File: config.mk
export PLATFORM = sky130hd
export DESIGN_NAME = video_framebuffer_reader
export DESIGN_NICKNAME = d
export VERILOG_FILES = /design/src/rtl/video_framebuffer_reader.sv
export SDC_FILE = /design/constraint.sdc
export NUM_CORES = 1
export LEC_CHECK = 0
export CORE_MARGIN = 1
export CORE_UTILIZATION = 39
export CTS_BUF_LIST = sky130_fd_sc_hd__clkbuf_16
export DETAILED_ROUTE_END_ITERATION = 7
export DONT_BUFFER_PORTS = 1
export HOLD_SLACK_MARGIN = 0.08
export PLACE_DENSITY = 0.57
export SYNTH_ARGS = -nofsm -noshare
export SYNTH_HDL_FRONTEND = slang
export SYNTH_SLANG_ARGS = --single-unit
File: constraint.sdc
create_clock -name sys_clk -period 5.4 [get_ports sys_clk]
set_input_delay 0.81 -clock sys_clk [delete_from_list [all_inputs] [get_ports sys_clk]]
set_output_delay 0.81 -clock sys_clk [all_outputs]
set_load 0.01 [all_outputs]
File: src/rtl/video_framebuffer_reader.sv
// Avalon-MM read master: fetches one raster-order frame from the SRAM framebuffer and
// emits it as a valid/ready pixel stream tagged with start-of-frame and end-of-line.
module video_framebuffer_reader #(
  parameter int unsigned AVN_AW          = 18,
  parameter int unsigned AVN_DW          = 16,
  parameter int unsigned RGB_SIZE        = 12,
  parameter int unsigned H_DISPLAY       = 640,
  parameter int unsigned V_DISPLAY       = 480,
  parameter int unsigned BUF_SIZE        = 16,
  parameter int unsigned MAX_OUTSTANDING = 4
) (
  input  logic                  sys_clk,
  input  logic                  sys_rst,
  input  logic                  start,
  output logic                  busy,
  output logic                  frame_done,
  output logic                  err,
  output logic                  avn_read,
  output logic [AVN_AW-1:0]     avn_address,
  output logic [AVN_DW/8-1:0]   avn_byteenable,
  input  logic                  avn_waitrequest,
  input  logic [AVN_DW-1:0]     avn_readdata,
  input  logic                  avn_readdatavalid,
  output logic [RGB_SIZE-1:0]   pixel_rgb,
  output logic                  pixel_sof,
  output logic                  pixel_eol,
  output logic                  pixel_vld,
  input  logic                  pixel_rdy
);

  localparam int unsigned Total = H_DISPLAY * V_DISPLAY;
  localparam int unsigned OW    = $clog2(MAX_OUTSTANDING + 1);
  localparam int unsigned CW    = $clog2(BUF_SIZE + 1);
  localparam int unsigned PW    = $clog2(BUF_SIZE);
  localparam int unsigned IW    = $clog2(Total + 1);
  localparam int unsigned HW    = (H_DISPLAY > 1) ? $clog2(H_DISPLAY) : 1;
  localparam int unsigned VW    = (V_DISPLAY > 1) ? $clog2(V_DISPLAY) : 1;
  localparam int unsigned EW    = RGB_SIZE + 2;

  typedef enum logic [1:0] {StIdle, StIssue, StDrain} state_e;

  state_e              state_q, state_d;
  logic                read_q, read_d;
  logic [AVN_AW-1:0]   addr_q, addr_d;
  logic [IW-1:0]       issued_q, issued_d;
  logic [OW-1:0]       outst_q, outst_d;
  logic                ret_vld_q, ret_vld_d;
  logic [RGB_SIZE-1:0] ret_data_q, ret_data_d;
  logic [HW-1:0]       hc_q, hc_d;
  logic [VW-1:0]       vc_q, vc_d;
  logic [PW-1:0]       wr_ptr_q, wr_ptr_d, rd_ptr_q, rd_ptr_d;
  logic [CW-1:0]       fcnt_q, fcnt_d;
  logic                err_q, err_d;
  logic [EW-1:0]       mem_q [BUF_SIZE];
  logic [EW-1:0]       head;

  logic accept, push, pop, spurious, credit_ok;

  // outst_q also counts the return sitting in the staging register, so the bus-side
  // count of reads still in flight is outst_q - ret_vld_q.
  assign accept   = read_q & ~avn_waitrequest;
  assign push     = ret_vld_q;
  assign pop      = pixel_vld & pixel_rdy;
  assign spurious = avn_readdatavalid & (outst_q == OW'(ret_vld_q));

  generate
    if (AVN_DW > RGB_SIZE) begin : g_unused
      logic unused_rdata;
      assign unused_rdata = ^avn_readdata[AVN_DW-1:RGB_SIZE];
    end
  endgenerate

  always_comb begin
    state_d    = state_q;
    addr_d     = addr_q;
    issued_d   = issued_q;
    hc_d       = hc_q;
    vc_d       = vc_q;
    frame_done = 1'b0;
    ret_vld_d  = avn_readdatavalid & ~spurious;
    ret_data_d = avn_readdatavalid ? avn_readdata[RGB_SIZE-1:0] : ret_data_q;
    err_d      = err_q | spurious;

    if (push) begin
      if (hc_q == HW'(H_DISPLAY - 1)) begin
        hc_d = '0;
        vc_d = (vc_q == VW'(V_DISPLAY - 1)) ? '0 : vc_q + VW'(1);
      end else begin
        hc_d = hc_q + HW'(1);
      end
    end

    unique case (state_q)
      StIdle: begin
        if (start) begin
          state_d  = StIssue;
          addr_d   = '0;
          issued_d = '0;
          hc_d     = '0;
          vc_d     = '0;
        end
      end
      StIssue: begin
        if (accept) begin
          addr_d   = addr_q + AVN_AW'(1);
          issued_d = issued_q + IW'(1);
          if (issued_q == IW'(Total - 1)) state_d = StDrain;
        end
      end
      StDrain: begin
        if (outst_q == '0 && fcnt_q == CW'(1) && pop) begin
          frame_done = 1'b1;
          state_d    = StIdle;
        end
      end
      default: state_d = StIdle;
    endcase

    outst_d = outst_q;
    if (accept && !push)      outst_d = outst_q + OW'(1);
    else if (!accept && push) outst_d = outst_q - OW'(1);

    fcnt_d = fcnt_q;
    if (push && !pop)      fcnt_d = fcnt_q + CW'(1);
    else if (!push && pop) fcnt_d = fcnt_q - CW'(1);

    wr_ptr_d = push ? wr_ptr_q + PW'(1) : wr_ptr_q;
    rd_ptr_d = pop ? rd_ptr_q + PW'(1) : rd_ptr_q;

    // Credit is judged on next-state counts; a stalled request is held regardless.
    credit_ok = (32'(outst_d) + 32'(fcnt_d) < 32'(BUF_SIZE)) &&
                (32'(outst_d) < 32'(MAX_OUTSTANDING));
    if (read_q && avn_waitrequest) read_d = 1'b1;
    else read_d = (state_d == StIssue) && (32'(issued_d) < 32'(Total)) && credit_ok;
  end

  always_ff @(posedge sys_clk or posedge sys_rst) begin
    if (sys_rst) begin
      state_q    <= StIdle;
      read_q     <= 1'b0;
      addr_q     <= '0;
      issued_q   <= '0;
      outst_q    <= '0;
      ret_vld_q  <= 1'b0;
      ret_data_q <= '0;
      hc_q       <= '0;
      vc_q       <= '0;
      wr_ptr_q   <= '0;
      rd_ptr_q   <= '0;
      fcnt_q     <= '0;
      err_q      <= 1'b0;
    end else begin
      state_q    <= state_d;
      read_q     <= read_d;
      addr_q     <= addr_d;
      issued_q   <= issued_d;
      outst_q    <= outst_d;
      ret_vld_q  <= ret_vld_d;
      ret_data_q <= ret_data_d;
      hc_q       <= hc_d;
      vc_q       <= vc_d;
      wr_ptr_q   <= wr_ptr_d;
      rd_ptr_q   <= rd_ptr_d;
      fcnt_q     <= fcnt_d;
      err_q      <= err_d;
    end
  end

  always_ff @(posedge sys_clk) begin
    if (push) mem_q[wr_ptr_q] <= {(hc_q == '0) && (vc_q == '0), hc_q == HW'(H_DISPLAY - 1),
                                  ret_data_q};
  end

  assert property (@(posedge sys_clk) disable iff (sys_rst)
                   !(push && !pop && fcnt_q == CW'(BUF_SIZE)));

  assign head           = mem_q[rd_ptr_q];
  assign pixel_vld      = (fcnt_q != '0);
  assign pixel_rgb      = pixel_vld ? head[RGB_SIZE-1:0] : '0;
  assign pixel_eol      = pixel_vld & head[RGB_SIZE];
  assign pixel_sof      = pixel_vld & head[RGB_SIZE+1];
  assign busy           = (state_q != StIdle);
  assign err            = err_q;
  assign avn_read       = read_q;
  assign avn_address    = addr_q;
  assign avn_byteenable = '1;

endmodule

==> flow_summary_export.csv, run 1 <==
group,metric,value,unit
run_status,status,"finished, final reports clean",
route,first_pass_iters,5,
pwr,p_leak,5.277,nW
grt,grt_usage,0.1661,
logic_synthesis,synth_edf_count,224,
cells_and_area,post-route-util,0.4453,
logic_synthesis,synthAdderAreaFrac,0.01894,
route,drt-initial-drc-count,385,
cells_and_area,layout.cells.non_filler,1309,
logic_synthesis,synth-simple-area-share,0.09075,
route,drc,0,
grt,grt_max_degree,57,
cts,cts_root_buf,"clkbuf_16",
grt,grt_busiest_layer,"met2",
cts,cts_resized,0,
grt,grt_pass1_vias,7219,
logic_synthesis,synth_xor_area_frac,0.03116,
worst_setup_path,cp-endpoint,"pixel_rgb[7]",
floorplan,rows,67,
logic_synthesis,async_flop_share,0.2843,
timing,hold_violations,0,
logic_synthesis,syn_area_per_cell,16.21,sq um
route,wl_per_cell,20.75,um
logic_synthesis,synth_top_area_frac,0.5092,
cts,h-tree-depth,2,
place,portBuffers,0,
timing,setup_slack,1.495,ns
pwr,seqPwrFrac,0.457,
logic_synthesis,synth-seq-area-share,0.6778,
hold_path,hold_class,"in2async",
logic_synthesis,ys.flop_type,"edfxtp_1",
worst_setup_path,timing_worst_setup_path_type,"reg2out",
timing,maxSlewViolCount,0,
grt,grt_pass1_wl,42680,um
cells_and_area,design_area,14900,sq um
run,maxCapViolations,0,
logic_synthesis,synth_compound_area_frac,0.02738,
floorplan,die_h,186.0,um
worst_setup_path,r2r_start,"fcnt_q[1]$_DFF_PP0_",
timing,relSlewSlack,0.2302,
cells_and_area,drive_gt1_frac,0.1988,
pwr,ir_drop,215.9,uV
cts,cts_tree,"yes",
worst_setup_path,cp.arrival,3.09,ns
cts,clock_path_buffers,3,
pwr,power_density,489.8,nW/um^2
worst_setup_path,required,4.59,ns
pwr,p_int,5.112,mW
logic_synthesis,synth_top_family_by_area,"multiplexers",
worst_setup_path,critPathLaunch,"rd_ptr_q[0]$_DFFE_PP0P_",
logic_synthesis,synth.ff_latch_count,313,
logic_synthesis,yosysMostFrequentCell,"edfxtp_1",
timing,setup-violations-final,0,
floorplan,num_io_pins,61,
logic_synthesis,yosysTopAreaCell,"edfxtp_1",
cts,clock-sinks,313,
grt,grt.overflow.total,0,
grt,grt_antenna_before_repair,2,
worst_setup_path,r2r_setup_slack,1.56,ns
grt,grtUsageMet2,0.2649,
worst_setup_path,crit_fanout,29,
grt,grtUsageMet1,0.2307,
timing,layout_min_cycle_time,3.905,ns
timing,period_share,0.7231,
timing,rsz0062_at_grt,"no",
cts,worstSkewPairLatency,0.51,ns
route,vias,6975,
floorplan,die_w,186.0,um
cts,numCtsBuffers,36,
cts,postCtsHoldBufs,0,
pwr,p_sw,2.184,mW
timing,fin_hold_ws,0.1854,ns
pwr,comb_power_share,0.239,
pwr,swShare,0.2993,
route,ant_nets,0,
cts,post_cts_buffers,0,
logic_synthesis,ys_types,59,
logic_synthesis,synthMuxAreaShare,0.1352,
worst_setup_path,end_kind,"output port",
timing,skew,0.01875,ns
logic_synthesis,synth_cells,815,
grt,met3_usage,0.03659,
cells_and_area,nets,878,
place,gp_congestion,0.7386,
route,viasPerCell,5.328,
place,placed_cells,1246,
place,placed_area,13820,sq um
place,place_hpwl,16310,um
floorplan,core,33450,sq um
logic_synthesis,yosys_warnings,0,
pwr,p_clk_frac,0.304,
worst_setup_path,r2r_cells,12,
logic_synthesis,synthTopCellsByArea,"edfxtp_1, dfrtp_1, mux4_2",
floorplan,start_util,0.3949,
cells_and_area,area_delta_synth_final,12.77,%
worst_setup_path,r2r_end,"avn_read$_DFF_PP0_",
timing,timing.setup.tns,0,ns
logic_synthesis,netlist_top_cells_count,"edfxtp_1, dfrtp_1, mux4_2, nor2_1, nand2_1",
timing,fmax,256.1,MHz
timing,tightest_slew,1.153,ns
pwr,finalPower,7.296,mW
logic_synthesis,netlist_area,13210,sq um
cts,path_clk_slew,0.06,ns
place,place_ws,1.499,ns
worst_setup_path,start_kind,"register",
floorplan,dieArea,34610,sq um
route,drt-total-wl,27160,um
[flip-flops by register name (all words and copies together) (netlist names), 5 cells and up]
signal,cells
avn_address,18
fcnt_q,5
hc_q,10
issued_q,19
mem_q,224
ret_data_q,12
vc_q,9
[how the worst min path moves through the flow]
stage	to	slack (ns)	cells after the start
2_1_floorplan	issued_q[11]$_DFFE_PP0P_	0.46	1
3_3_place_gp	issued_q[11]$_DFFE_PP0P_	0.49	1
3_5_place_dp	rd_ptr_q[2]$_DFFE_PP0P_	0.49	1
4_1_cts	rd_ptr_q[3]$_DFFE_PP0P_	0.18	1
5_1_grt	rd_ptr_q[3]$_DFFE_PP0P_	0.21	1
6_report	rd_ptr_q[3]$_DFFE_PP0P_	0.19	1
[cell usage in the layout (no fill, tap or decap), types with 5 or more instances in the layout]
cell and n:
edfxtp_1 224, dfrtp_1 87, mux4_2 70, nor2_1 58
nand2_1 45, clkbuf_16 36, inv_1 33, xor2_1 26
nand3_1 21, xnor2_1 21, buf_4 21, ha_1 20
nand4_1 18, o21ai_0 16, mux2_2 15, and2_1 15
nor4_1 11, nor3_1 10, and3_1 9, a21oi_1 9
nand2b_1 8, clkinv_1 5
[final cells by class]
| type | count | area [sq um] |
|---|---|---|
| Fill cell | 2915 | 18550 |
| Sequential cell | 313 | 8959 |
| Multi-Input combinational cell | 444 | 4064 |
| Clock buffer | 36 | 900.9 |
| Tap cell | 448 | 560.5 |
| Clock inverter | 26 | 173.9 |
| Timing Repair Buffer | 21 | 157.7 |
| Inverter | 20 | 77.57 |
| Antenna cell | 1 | 2.502 |
[routing by layer]
metal  up-vias  part of all wire
met5         -           0.00063
met4         2             0.017
met3        42             0.051
met2       143              0.47
met1      3617              0.46
li1       3171                 -
[critical path: stages, from the launching register on]
cell and delay [ns]:
dfrtp_4 0.81, buf_4 0.47, mux4_2 0.58, mux4_2 0.49, and2_1 0.22
[logic make-up (layout without fill, tap and decap cells)]
family	count (synthesis)	after routing
flops	313	313
simple gates	233	233
mux	89	89
buf+inv	59	103
compound gates	53	53
xor+xnor	47	47
fa+ha+maj	20	20
other cells	1	3
[power by group through the flow]
| stage | logic (mW) | clock network [mW] | registers, mW |
|---|---|---|---|
| after CTS | 1.79 | 2.28 | 3.34 |
| after global routing | 1.92 | 2.37 | 3.39 |
| final | 1.75 | 2.22 | 3.33 |
| after global placement | 1.77 | 0 | 3.38 |
| after detailed placement | 1.79 | 0 | 3.39 |
| after floorplan | 1.50 | 0 | 3.14 |
No activity file was read; power rests on OpenSTA's default activity.
==> run 2, diff against run 1 <==
- clock period: 5.4 -> 4 ns (I/O delays scaled with it)
==> run 2 against run 1 <==
Effect of this change:
- critical path depth up 8
- combinational power rose by 38%
- non-clock buffer count is 6 higher
- first-iteration DRC count rose by 30%
- clock-buffer cell count decreased by 1
- die area unchanged
- cell area grew 1.4%
- routed wire length fell by 1.7%
- utilization is 0.61 points higher
- largest cell class unchanged
==> flow_summary_export.csv, run 2 (synthesis gave the netlist of run 1 again) <==
group,metric,value,unit
worst_setup_path,critPathLaunch,"fcnt_q[1]$_DFF_PP0_",
cts,cts_tree,"yes",
cts,path_clk_slew,0.06,ns
cells_and_area,post-route-util,0.4514,
pwr,ir_drop,274.7,uV
timing,tightest_slew,0.9289,ns
floorplan,core,33450,sq um
run,maxCapViolations,0,
cells_and_area,final_cell_mix,"edfxtp_1, dfrtp_1, mux4_2",
timing,period_share,0.8498,
cells_and_area,drive_gt1_frac,0.2157,
route,first_pass_iters,4,
cts,h-tree-depth,2,
timing,timing.setup.tns,0,ns
floorplan,die_h,186.0,um
cells_and_area,final_common_cell,"edfxtp_1",
run_status,status,"finished, final reports clean",
timing,hold_violations,0,
place,portBuffers,0,
floorplan,start_util,0.3949,
worst_setup_path,cp.arrival,3.82,ns
worst_setup_path,required,4.42,ns
pwr,p_leak,5.357,nW
cts,numCtsBuffers,35,
cells_and_area,area_delta_synth_final,14.30,%
timing,relSlewSlack,0.3807,
cts,post_cts_buffers,0,
route,viasPerCell,5.224,
worst_setup_path,end_kind,"register",
worst_setup_path,r2r_setup_slack,0.60,ns
route,drc,0,
floorplan,dieArea,34610,sq um
cts,cts_resized,0,
timing,maxSlewViolCount,0,
route,vias,6875,
route,drt-initial-drc-count,502,
worst_setup_path,cp-endpoint,"avn_read$_DFF_PP0_",
timing,setup-violations-final,0,
grt,grt_antenna_before_repair,2,
hold_path,hold_class,"in2async",
route,wl_per_cell,20.28,um
timing,rsz0062_at_grt,"no",
worst_setup_path,start_kind,"register",
grt,grt_usage,0.1616,
timing,skew,0.02982,ns
floorplan,rows,67,
floorplan,num_io_pins,61,
grt,grt_pass1_vias,7034,
route,ant_nets,0,
cells_and_area,largest_register_ffs,224,
worst_setup_path,r2r_start,"fcnt_q[1]$_DFF_PP0_",
cells_and_area,largest-register,"mem_q",
cts,postCtsHoldBufs,0,
worst_setup_path,timing_worst_setup_path_type,"reg2reg",
worst_setup_path,r2r_cells,12,
worst_setup_path,r2r_end,"avn_read$_DFF_PP0_",
cts,worstSkewPairLatency,0.52,ns
timing,layout_min_cycle_time,3.399,ns
floorplan,die_w,186.0,um
pwr,power_density,675.5,nW/um^2
route,drt-total-wl,26690,um
timing,fmax,294.2,MHz
worst_setup_path,crit_fanout,11,
pwr,finalPower,10.20,mW
cts,clock-sinks,313,
cts,clock_path_buffers,3,
cts,cts_root_buf,"clkbuf_16",
grt,grt_max_degree,70,
place,gp_congestion,0.7468,
grt,grt_pass1_wl,41590,um
place,place_hpwl,16290,um
cells_and_area,nets,883,
grt,grt.overflow.total,0,
[run 2: cell types whose count changed in the layout (fill, tap and decap cells not counted), sizes merged]
cell | before | now
buf | 21 | 27
inv | 35 | 26
bufinv | 2 | 7
clkbuf | 36 | 35
clkinv | 8 | 14
[run 2: worst min path at each step]
stage | cells past startpoint | slack, ns | to
floorplan | 1 | 0.46 | issued_q[11]$_DFFE_PP0P_
global placement | 1 | 0.49 | issued_q[11]$_DFFE_PP0P_
finish | 1 | 0.15 | state_q[1]$_DFF_PP0_
CTS | 1 | 0.20 | state_q[1]$_DFF_PP0_
detailed placement | 1 | 0.50 | issued_q[11]$_DFFE_PP0P_
global route | 2 | 0.19 | avn_read$_DFF_PP0_
[run 2: critical path, cell delays in order (launching register included)]
cell and delay [ns]:
dfrtp_1 0.42, inv_1 0.13, ha_1 0.20, or4b_1 0.52, nand2_4 0.18, nand3_1 0.09, o21ai_0 0.12, xor2_1 0.25
ha_1 0.28, and3_1 0.14, a221o_1 0.31, a2111o_1 0.43, o31ai_1 0.23
[run 2: stage by stage]
stage	hold slack (ns)	worst slack (ns)	cell area, sq um	std cells
floorplan	0.4597	0.8018	13210	816
global placement	0.4950	0.7176	13890	1252
detailed placement	0.5050	0.6226	13890	1252
CTS	0.1981	0.5192	15100	1315
global route	0.1926	0.4488	15100	1315
finish	0.1540	0.6007	15100	1316
[run 2: power breakdown]
| group | switching, mW | internal (mW) |
|---|---|---|
| sequential | 0.531 | 3.93 |
| combinational | 1.16 | 1.25 |
| clock | 1.27 | 2.06 |
| total | 2.96 | 7.24 |
[run 2: final cells by class]
type / instances / area, sq um
Multi-Input combinational cell: 444 / 4064
Sequential cell: 313 / 8959
Fill cell: 2913 / 18350
Inverter: 20 / 77.57
Tap cell: 448 / 560.5
Antenna cell: 1 / 2.502
Clock inverter: 28 / 331.6
Clock buffer: 35 / 875.8
Timing Repair Buffer: 27 / 227.7
[run 2: metal layers]
metal  wire length, um  track usage  part of all wire  vias to the layer above
li1                  -            -                 -                     3178
met1             11990       0.2203              0.45                     3514
met2             12740       0.2625              0.48                      142
met3              1436      0.03385             0.054                       39
met4               500      0.04328             0.019                        2
met5                10            0           0.00037                        -
